--- src/rtl/dram_test_pkg.sv ---
// Shared types for the xc7 LUTRAM hardware tests.
// Depth/address constants plus address and occupancy types.
package dram_test_pkg;
  localparam int DRAM32_DEPTH = 32;
  localparam int DRAM32_AW = 5;

  typedef logic [DRAM32_AW-1:0] dram_addr_t;
  typedef logic [DRAM32_AW:0]   dram_level_t;
endpackage

--- src/rtl/dram32_bank.sv ---
// WIDTH-bit wide, 32-deep bank of RAM32X1D cells.
// Ports: clk/we/wr_addr/wr_data write side, rd_addr -> rd_data async read.

// Behavioural stand-in for the RAM32X1D dual-port LUTRAM cell.
module RAM32X1D #(
  parameter logic [31:0] INIT = 32'h0
) (
  input  logic WCLK,
  input  logic WE,
  input  logic D,
  input  logic A0,
  input  logic A1,
  input  logic A2,
  input  logic A3,
  input  logic A4,
  input  logic DPRA0,
  input  logic DPRA1,
  input  logic DPRA2,
  input  logic DPRA3,
  input  logic DPRA4,
  output logic SPO,
  output logic DPO
);
  logic [31:0] mem = INIT;

  always_ff @(posedge WCLK)
    if (WE) mem[{A4, A3, A2, A1, A0}] <= D;

  assign SPO = mem[{A4, A3, A2, A1, A0}];
  assign DPO = mem[{DPRA4, DPRA3, DPRA2, DPRA1, DPRA0}];
endmodule

module dram32_bank
  import dram_test_pkg::*;
#(
  parameter int          WIDTH = 8,
  parameter logic [31:0] INIT  = 32'h0
) (
  input  logic             clk,
  input  logic             we,
  input  dram_addr_t       wr_addr,
  input  dram_addr_t       rd_addr,
  input  logic [WIDTH-1:0] wr_data,
  output logic [WIDTH-1:0] rd_data
);
  for (genvar i = 0; i < WIDTH; i++) begin : g_bit
    RAM32X1D #(.INIT(INIT)) u_ram (
      .WCLK  (clk),
      .WE    (we),
      .D     (wr_data[i]),
      .A0    (wr_addr[0]),
      .A1    (wr_addr[1]),
      .A2    (wr_addr[2]),
      .A3    (wr_addr[3]),
      .A4    (wr_addr[4]),
      .DPRA0 (rd_addr[0]),
      .DPRA1 (rd_addr[1]),
      .DPRA2 (rd_addr[2]),
      .DPRA3 (rd_addr[3]),
      .DPRA4 (rd_addr[4]),
      .SPO   (),
      .DPO   (rd_data[i])
    );
  end
endmodule

--- src/rtl/dram_fifo_ctrl.sv ---
// 32-deep FIFO controller over a RAM32X1D bank.
// Ports: clk, rst, flush, in_valid/in_ready/in_data, out_valid/out_ready/
// out_data, level, almost_full, overflow, underflow (sticky).
module dram_fifo_ctrl
  import dram_test_pkg::*;
#(
  parameter int          WIDTH       = 8,
  parameter int          AFULL_LEVEL = 28,
  parameter logic [31:0] INIT        = 32'h0
) (
  input  logic             clk,
  input  logic             rst,
  input  logic             flush,
  input  logic             in_valid,
  output logic             in_ready,
  input  logic [WIDTH-1:0] in_data,
  output logic             out_valid,
  input  logic             out_ready,
  output logic [WIDTH-1:0] out_data,
  output logic [5:0]       level,
  output logic             almost_full,
  output logic             overflow,
  output logic             underflow
);
  localparam dram_level_t FULL_LVL = dram_level_t'(DRAM32_DEPTH);
  localparam dram_level_t AF_LVL   = dram_level_t'(AFULL_LEVEL);

  dram_addr_t  wr_ptr;
  dram_addr_t  rd_ptr;
  dram_level_t level_q;
  dram_level_t level_next;
  logic        full;
  logic        empty;
  logic        push;
  logic        pop;
  logic        we;

  assign full      = level_q == FULL_LVL;
  assign empty     = level_q == '0;
  assign in_ready  = ~full;
  assign out_valid = ~empty;
  assign push      = in_valid & in_ready & ~flush;
  assign pop       = out_valid & out_ready & ~flush;
  // rst gates WE so an async reset stops writes without waiting for an edge.
  assign we        = push & ~rst;
  assign level     = level_q;

  always_comb begin
    level_next = level_q;
    if (flush)
      level_next = '0;
    else if (push && !pop)
      level_next = level_q + 1'b1;
    else if (pop && !push)
      level_next = level_q - 1'b1;
  end

  always_ff @(posedge clk or posedge rst) begin
    if (rst) begin
      wr_ptr      <= '0;
      rd_ptr      <= '0;
      level_q     <= '0;
      almost_full <= 1'b0;
      overflow    <= 1'b0;
      underflow   <= 1'b0;
    end else begin
      level_q     <= level_next;
      almost_full <= level_next >= AF_LVL;
      if (flush) begin
        wr_ptr    <= '0;
        rd_ptr    <= '0;
        overflow  <= 1'b0;
        underflow <= 1'b0;
      end else begin
        if (push) wr_ptr <= wr_ptr + 1'b1;
        if (pop)  rd_ptr <= rd_ptr + 1'b1;
        if (in_valid && full)   overflow  <= 1'b1;
        if (out_ready && empty) underflow <= 1'b1;
      end
    end
  end

  dram32_bank #(
    .WIDTH (WIDTH),
    .INIT  (INIT)
  ) u_bank (
    .clk     (clk),
    .we      (we),
    .wr_addr (wr_ptr),
    .rd_addr (rd_ptr),
    .wr_data (in_data),
    .rd_data (out_data)
  );
endmodule
--- config.mk ---
export PLATFORM = sky130hd
export DESIGN_NAME = dram_fifo_ctrl
export DESIGN_NICKNAME = d
export VERILOG_FILES = /design/src/rtl/dram_test_pkg.sv /design/src/rtl/dram32_bank.sv /design/src/rtl/dram_fifo_ctrl.sv
export SDC_FILE = /design/constraint.sdc
export NUM_CORES = 1
export LEC_CHECK = 0
export CORE_MARGIN = 2
export CORE_UTILIZATION = 63
export CTS_CLUSTER_SIZE = 30
export DETAILED_ROUTE_END_ITERATION = 8
export HOLD_SLACK_MARGIN = 0.02
export PLACE_DENSITY = 0.81
export SETUP_SLACK_MARGIN = 0.1
export SLEW_MARGIN = 20
export SYNTH_ARGS = -nofsm -noshare
export SYNTH_HDL_FRONTEND = slang
export SYNTH_HIERARCHICAL = 1
export SYNTH_SLANG_ARGS = --single-unit
--- constraint.sdc ---
create_clock -name clk -period 4.6 [get_ports clk]
set_clock_uncertainty 0.1 [all_clocks]
set_input_delay 0.46 -clock clk [delete_from_list [all_inputs] [get_ports clk]]
set_output_delay 0.46 -clock clk [all_outputs]
set_load 0.005 [all_outputs]
==> impl_metrics.csv, run 1 <==
group,metric,value,unit
layout,flow.area_growth_from_synthesis,10.8,%
sta,fin_crit_sh,82.3,%
cts,clock_tree.htree_level_count,1,
layout,drive_above_1_share,8.13,%
layout,mostFrequentLayoutCells,"sky130_fd_sc_hd__nor2_1, sky130_fd_sc_hd__edfxtp_1, sky130_fd_sc_hd__mux2i_1, sky130_fd_sc_hd__nand2_1, sky130_fd_sc_hd__nand3b_1",
sta,slew_headroom,22.7,%
critical_path,r2r_setup_slack,1.46,ns
floorplanning,io-pin-count,32,
sta,worst_pin_slew,1.16,ns
detailed_routing,routed_wire_length_per_instance,18.5,um
layout,stdcell_area,14500,um^2
pwr,leakage_power,0.00432,uW
sta,finalMaxSlewViolations,0,
place,gp_congestion,0.855,
global_route,gr-usage-met1,32.1,%
detailed_routing,drt_drc_violations_left,0,
pwr,cellPowerDensity,433,nW/um^2
detailed_routing,number_of_nets_with_antenna_violations_after_detailed_routing,0,
critical_path,critPathCapture,"out_data[5]",
global_route,grt_first_pass_wirelength,41600,um
pwr,clkPwrFrac,36.0,%
critical_path,ff2ff_path_depth,9,
layout,multi_input_comb_area,4600,um^2
layout,filler_cell_count,1435,
place,postPlaceCellArea,13600,um^2
critical_path,slowest_cell_on_the_critical_path,"sky130_fd_sc_hd__dfrtp_4",
place,dp_hpwl,15700,um
pwr,pwr-share-comb,17.8,%
global_route,total_gr_overflow,0,
layout,n_antenna_cell,0,
layout,layout.cells.most_common,"sky130_fd_sc_hd__nor2_1",
critical_path,worstReg2RegStart,"level[1]",
floorplanning,initial_utilization,64.4,%
synthesis,synthesis.instances,1086,
cts,clockRootBuffer,"sky130_fd_sc_hd__clkbuf_16",
pwr,share_seq_of_total_power,46.2,%
detailed_routing,dr_total_vias,8501,
critical_path,cp.arrival,3.23,ns
detailed_routing,detailedRoute.firstPassIterationCount,5,
sta,report.final.hold_viol_count,0,
critical_path,cpPeakStageDelay,0.84,ns
cts,cts_buffers,27,
global_route,grt_use_total,23.8,%
run,maxCapViolations,0,
cts,ctsResizeCount,0,
global_route,global_route.usage.met3,3.40,%
critical_path,crit_chain,"buf_12 > mux2i_1 > a22oi_1 > nand4b_1 > a21oi_1 > a311o_1 > clkdlybuf4s50_1",
cts,postCtsSetupRepairBufs,0,
synthesis,synth-warning-count,6,
sta,grt_setup_unrepaired,"no",
critical_path,startpoint,"rd_ptr[1]",
detailed_routing,drt-vias-per-instance,6.06,
floorplanning,die-area,21900,um^2
cts,worst_setup_hold_path_clk_slew,0.07,ns
cts,clock_sink_count,275,
floorplanning,die_h,148,um
synthesis,syn-num-nets,1103,
floorplanning,fp-row-count,52,
floorplanning,fp.coreArea,20300,um^2
hold_path,min_path_type,"input port to asynchronous set/reset pin",
sta,final.min_clock_period,3.79,ns
global_route,grt_util_met2,40.5,%
pwr,switching_share,25.4,%
pwr,irDropWorstVdd,0.341,mV
global_route,number_of_global_route_vias_before_repair,8409,
cts,number_of_buffers_on_the_longest_clock_path,3,
global_route,grt_start_max_net_pins,52,
global_route,antenna_found_initial,0,
critical_path,critical_path.endpoint_type,"output pin",
layout,finish.net_count,1129,
critical_path,crit_path_max_fanout,51,
cts,cts_hold_repair.buffers,0,
critical_path,worst_setup_path_start_kind,"register",
detailed_routing,wl,26000,um
sta,timing.fmax,264,MHz
pwr,power.switching,1590,uW
pwr,internal_power,4670,uW
pwr,totalPowerFinal,6270,uW
layout,regArea,8170,um^2
cts,worst_skew_pair.late_latency,0.53,ns
sta,timing.final.setup_violations,0,
place,portBuffers,31,
critical_path,regToRegEndpoint,"u_bank/g_bit[6].u_ram/mem[1]",
sta,setup_total_negative_slack,0,ns
synthesis,avgSynthCellArea,12.0,um^2
cts,cts_tree,"yes",
critical_path,critPathKind,"register to output pin",
global_route,global_route.peak_usage_layer,"met2",
critical_path,required_time_at_the_endpoint_of_the_critical_path,4.04,ns
outcome,outcome,"completed",
floorplanning,chipWidth,148,um
synthesis,syn_area,13100,um^2
detailed_routing,detailedRoute.firstIterationViolations,710,
-- state kept, by name, indices dropped and copies added, names as in the netlist --
register,cells
almost_full,1
wr_ptr,5
overflow,1
rd_ptr,5
underflow,1
u_bank/g_bit.u_ram/mem,256
level,6
-- power by group through the flow --
stage	clock network [uW]	logic [uW]	registers [uW]
floorplan	0	840	2880
global placement	0	1090	2940
detailed placement	0	1100	2950
CTS	2280	1120	2890
global route	2390	1210	2910
finish	2250	1120	2900
-- critical path, delay by kind of cell, from the launching register on --
| family | cells | cell delay, ns |
|---|---|---|
| mux | 1 | 0.32 |
| simple gates | 1 | 0.12 |
| compound gates | 3 | 0.54 |
| flops | 1 | 0.84 |
| buf+inv | 2 | 0.85 |
-- stage by stage --
stage          util, %  std cells  hold slack, ns  worst slack [ns]
4_1_cts           71.3       1402           0.328             0.816
6_report          71.3       1402           0.320             0.813
2_1_floorplan        -       1086           0.311             0.330
3_3_place_gp      66.8       1353           0.377              1.32
3_5_place_dp      66.8       1353           0.394              1.24
5_1_grt           71.3       1402           0.404             0.674
-- layout make-up --
cell class,count,share of cell area [%]
inverters,7,0.181
repair buffers,45,2.96
clock inverters,18,1.46
multi-input cells,756,31.8
clock buffers,31,4.84
well taps,270,2.33
flip-flops and latches,275,56.4
-- worst min path at each step --
stage,startpoint,to,depth (start not counted)
3_3_place_gp,overflow,overflow,2
6_report,rst,level[0],2
5_1_grt,rst,level[0],2
2_1_floorplan,rst,almost_full,1
4_1_cts,rst,level[0],2
3_5_place_dp,underflow,underflow,2
-- layer usage --
layer	up-vias	routed length, um
met5	-	0
li1	4017	-
met3	45	1740
met2	294	12900
met4	0	482
met1	4145	10800
No activity file was read; power rests on OpenSTA's default activity.
==> inputs of run 2 (changes only) <==
- clock period: 4.6 -> 4 ns (I/O delays scaled with it)
==> run 2 against run 1 <==
Against the previous run: register-to-register slack worse by 0.53 ns; via count is 1.3% higher; final area is 0.86% higher; worst setup slack worse by 0.48 ns; power is 18% higher; wire length is 1.6% higher; largest power group unchanged.
==> impl_metrics.csv, run 2 (same netlist as run 1, synthesis figures left out) <==
group,metric,value,unit
place,portBuffers,31,
layout,n_antenna_cell,0,
cts,postCtsSetupRepairBufs,0,
floorplanning,fp-row-count,52,
hold_path,min_path_type,"input port to asynchronous set/reset pin",
critical_path,critical_path.endpoint_type,"output pin",
cts,number_of_buffers_on_the_longest_clock_path,3,
layout,largest_register_ff_count,256,
cts,ctsResizeCount,0,
sta,timing.final.setup_violations,0,
detailed_routing,drt-vias-per-instance,6.13,
sta,slew_headroom,26.6,%
layout,layout.cells.most_common,"sky130_fd_sc_hd__nor2_1",
sta,finalMaxSlewViolations,0,
detailed_routing,wl,26400,um
critical_path,crit_path_max_fanout,21,
floorplanning,fp.coreArea,20300,um^2
global_route,antenna_found_initial,0,
critical_path,ff2ff_path_depth,9,
critical_path,regToRegEndpoint,"u_bank/g_bit[0].u_ram/mem[0]",
detailed_routing,detailedRoute.firstIterationViolations,765,
global_route,grt_start_max_net_pins,53,
sta,grt_setup_unrepaired,"no",
floorplanning,initial_utilization,64.4,%
layout,finish.cell_count_without_fillers,1405,
cts,worst_skew_pair.late_latency,0.53,ns
floorplanning,die-area,21900,um^2
cts,cts_tree,"yes",
place,dpl.cell_count,1356,
sta,timing.fmax,273,MHz
layout,finish.net_count,1132,
pwr,irDropWorstVdd,0.573,mV
layout,flow.area_growth_from_synthesis,11.8,%
pwr,leakage_power,0.00439,uW
global_route,grt_use_total,24.4,%
cts,clockRootBuffer,"sky130_fd_sc_hd__clkbuf_16",
critical_path,cp.arrival,3.17,ns
floorplanning,io-pin-count,32,
critical_path,r2r_setup_slack,0.93,ns
critical_path,critPathKind,"register to output pin",
sta,setup_total_negative_slack,0,ns
cts,clock_tree.htree_level_count,1,
layout,mostFrequentLayoutCells,"sky130_fd_sc_hd__nor2_1, sky130_fd_sc_hd__edfxtp_1, sky130_fd_sc_hd__mux2i_1, sky130_fd_sc_hd__nand2_1, sky130_fd_sc_hd__nand3b_1",
layout,drive_above_1_share,8.72,%
place,dp_hpwl,15500,um
floorplanning,chipWidth,148,um
global_route,total_gr_overflow,0,
critical_path,required_time_at_the_endpoint_of_the_critical_path,3.50,ns
detailed_routing,number_of_nets_with_antenna_violations_after_detailed_routing,0,
sta,fin_crit_sh,91.7,%
cts,clock_sink_count,275,
cts,cts_hold_repair.buffers,0,
critical_path,worst_setup_path_start_kind,"register",
outcome,outcome,"completed",
cts,worst_setup_hold_path_clk_slew,0.06,ns
layout,register_name_with_the_most_flops,"u_bank/g_bit.u_ram/mem",
global_route,number_of_global_route_vias_before_repair,8583,
global_route,grt_first_pass_wirelength,42800,um
cts,cts_buffers,27,
layout,filler_cell_count,1358,
detailed_routing,routed_wire_length_per_instance,18.8,um
detailed_routing,detailedRoute.firstPassIterationCount,5,
detailed_routing,drt_drc_violations_left,0,
place,gp_congestion,0.846,
sta,report.final.hold_viol_count,0,
floorplanning,die_h,148,um
sta,worst_pin_slew,1.10,ns
run,maxCapViolations,0,
detailed_routing,dr_total_vias,8610,
pwr,cellPowerDensity,508,nW/um^2
critical_path,worstReg2RegStart,"level[0]",
sta,final.min_clock_period,3.67,ns
## run 2: worst max path at each step
stage | startpoint | end | slack, ns | cells after the start
after CTS | rd_ptr[0] | out_data[3] | 0.33 | 7
final | rd_ptr[0] | out_data[0] | 0.33 | 7
after global routing | rd_ptr[0] | out_data[0] | 0.14 | 7
after floorplan | level[0] | u_bank/g_bit[0].u_ram/mem[24] | 0.43 | 8
after detailed placement | in_valid | u_bank/g_bit[6].u_ram/mem[8] | 0.72 | 8
after global placement | in_valid | u_bank/g_bit[4].u_ram/mem[12] | 0.80 | 8
## run 2: per-layer routing
metal | vias up | track usage [%] | routed length (um)
li1 | 4010 | - | -
met4 | 0 | 5.90 | 361
met2 | 290 | 42.1 | 13400
met1 | 4266 | 32.7 | 10700
met5 | - | 0 | 0
met3 | 44 | 3.95 | 1890
## run 2: report_power, final
group          internal (uW)  leakage (uW)  total (uW)  switching (uW)
clock network           1750      0.000499        2800            1050
logic                    620       0.00133        1300             682
registers               3190       0.00255        3320             132
total                   5560       0.00439        7420            1860
## run 2: area by class of cell
class | count | area, um^2 | share of cell area [%]
Clock buffer | 34 | 807 | 5.53
Clock inverter | 15 | 201 | 1.38
Inverter | 7 | 26.3 | 0.180
Multi-Input combinational cell | 756 | 4610 | 31.6
Sequential cell | 275 | 8170 | 55.9
Tap cell | 270 | 338 | 2.31
Timing Repair Buffer | 48 | 450 | 3.08
## run 2: worst max-delay path, stage by stage (launching register included)
cell and delay [ns]:
sky130_fd_sc_hd__dfrtp_1 0.81, sky130_fd_sc_hd__buf_4 0.35, sky130_fd_sc_hd__nor2b_1 0.35, sky130_fd_sc_hd__a22oi_1 0.16, sky130_fd_sc_hd__nand4b_1 0.13, sky130_fd_sc_hd__a21oi_1 0.06, sky130_fd_sc_hd__a311o_1 0.35, sky130_fd_sc_hd__clkdlybuf4s50_1 0.45
## run 2: metrics by stage
| stage | utilization [%] | hold WS, ns | worst slack (ns) | power, uW | cell area (um^2) |
|---|---|---|---|---|---|
| final | 71.9 | 0.327 | 0.330 | 7420 | 14600 |
| after global routing | 71.9 | 0.403 | 0.140 | 7690 | 14600 |
| after CTS | 71.9 | 0.351 | 0.326 | 7450 | 14600 |
| after detailed placement | 67.0 | 0.391 | 0.719 | 4670 | 13600 |
| after global placement | 67.0 | 0.389 | 0.804 | 4640 | 13600 |
| after floorplan | - | 0.251 | 0.425 | 4280 | 13100 |
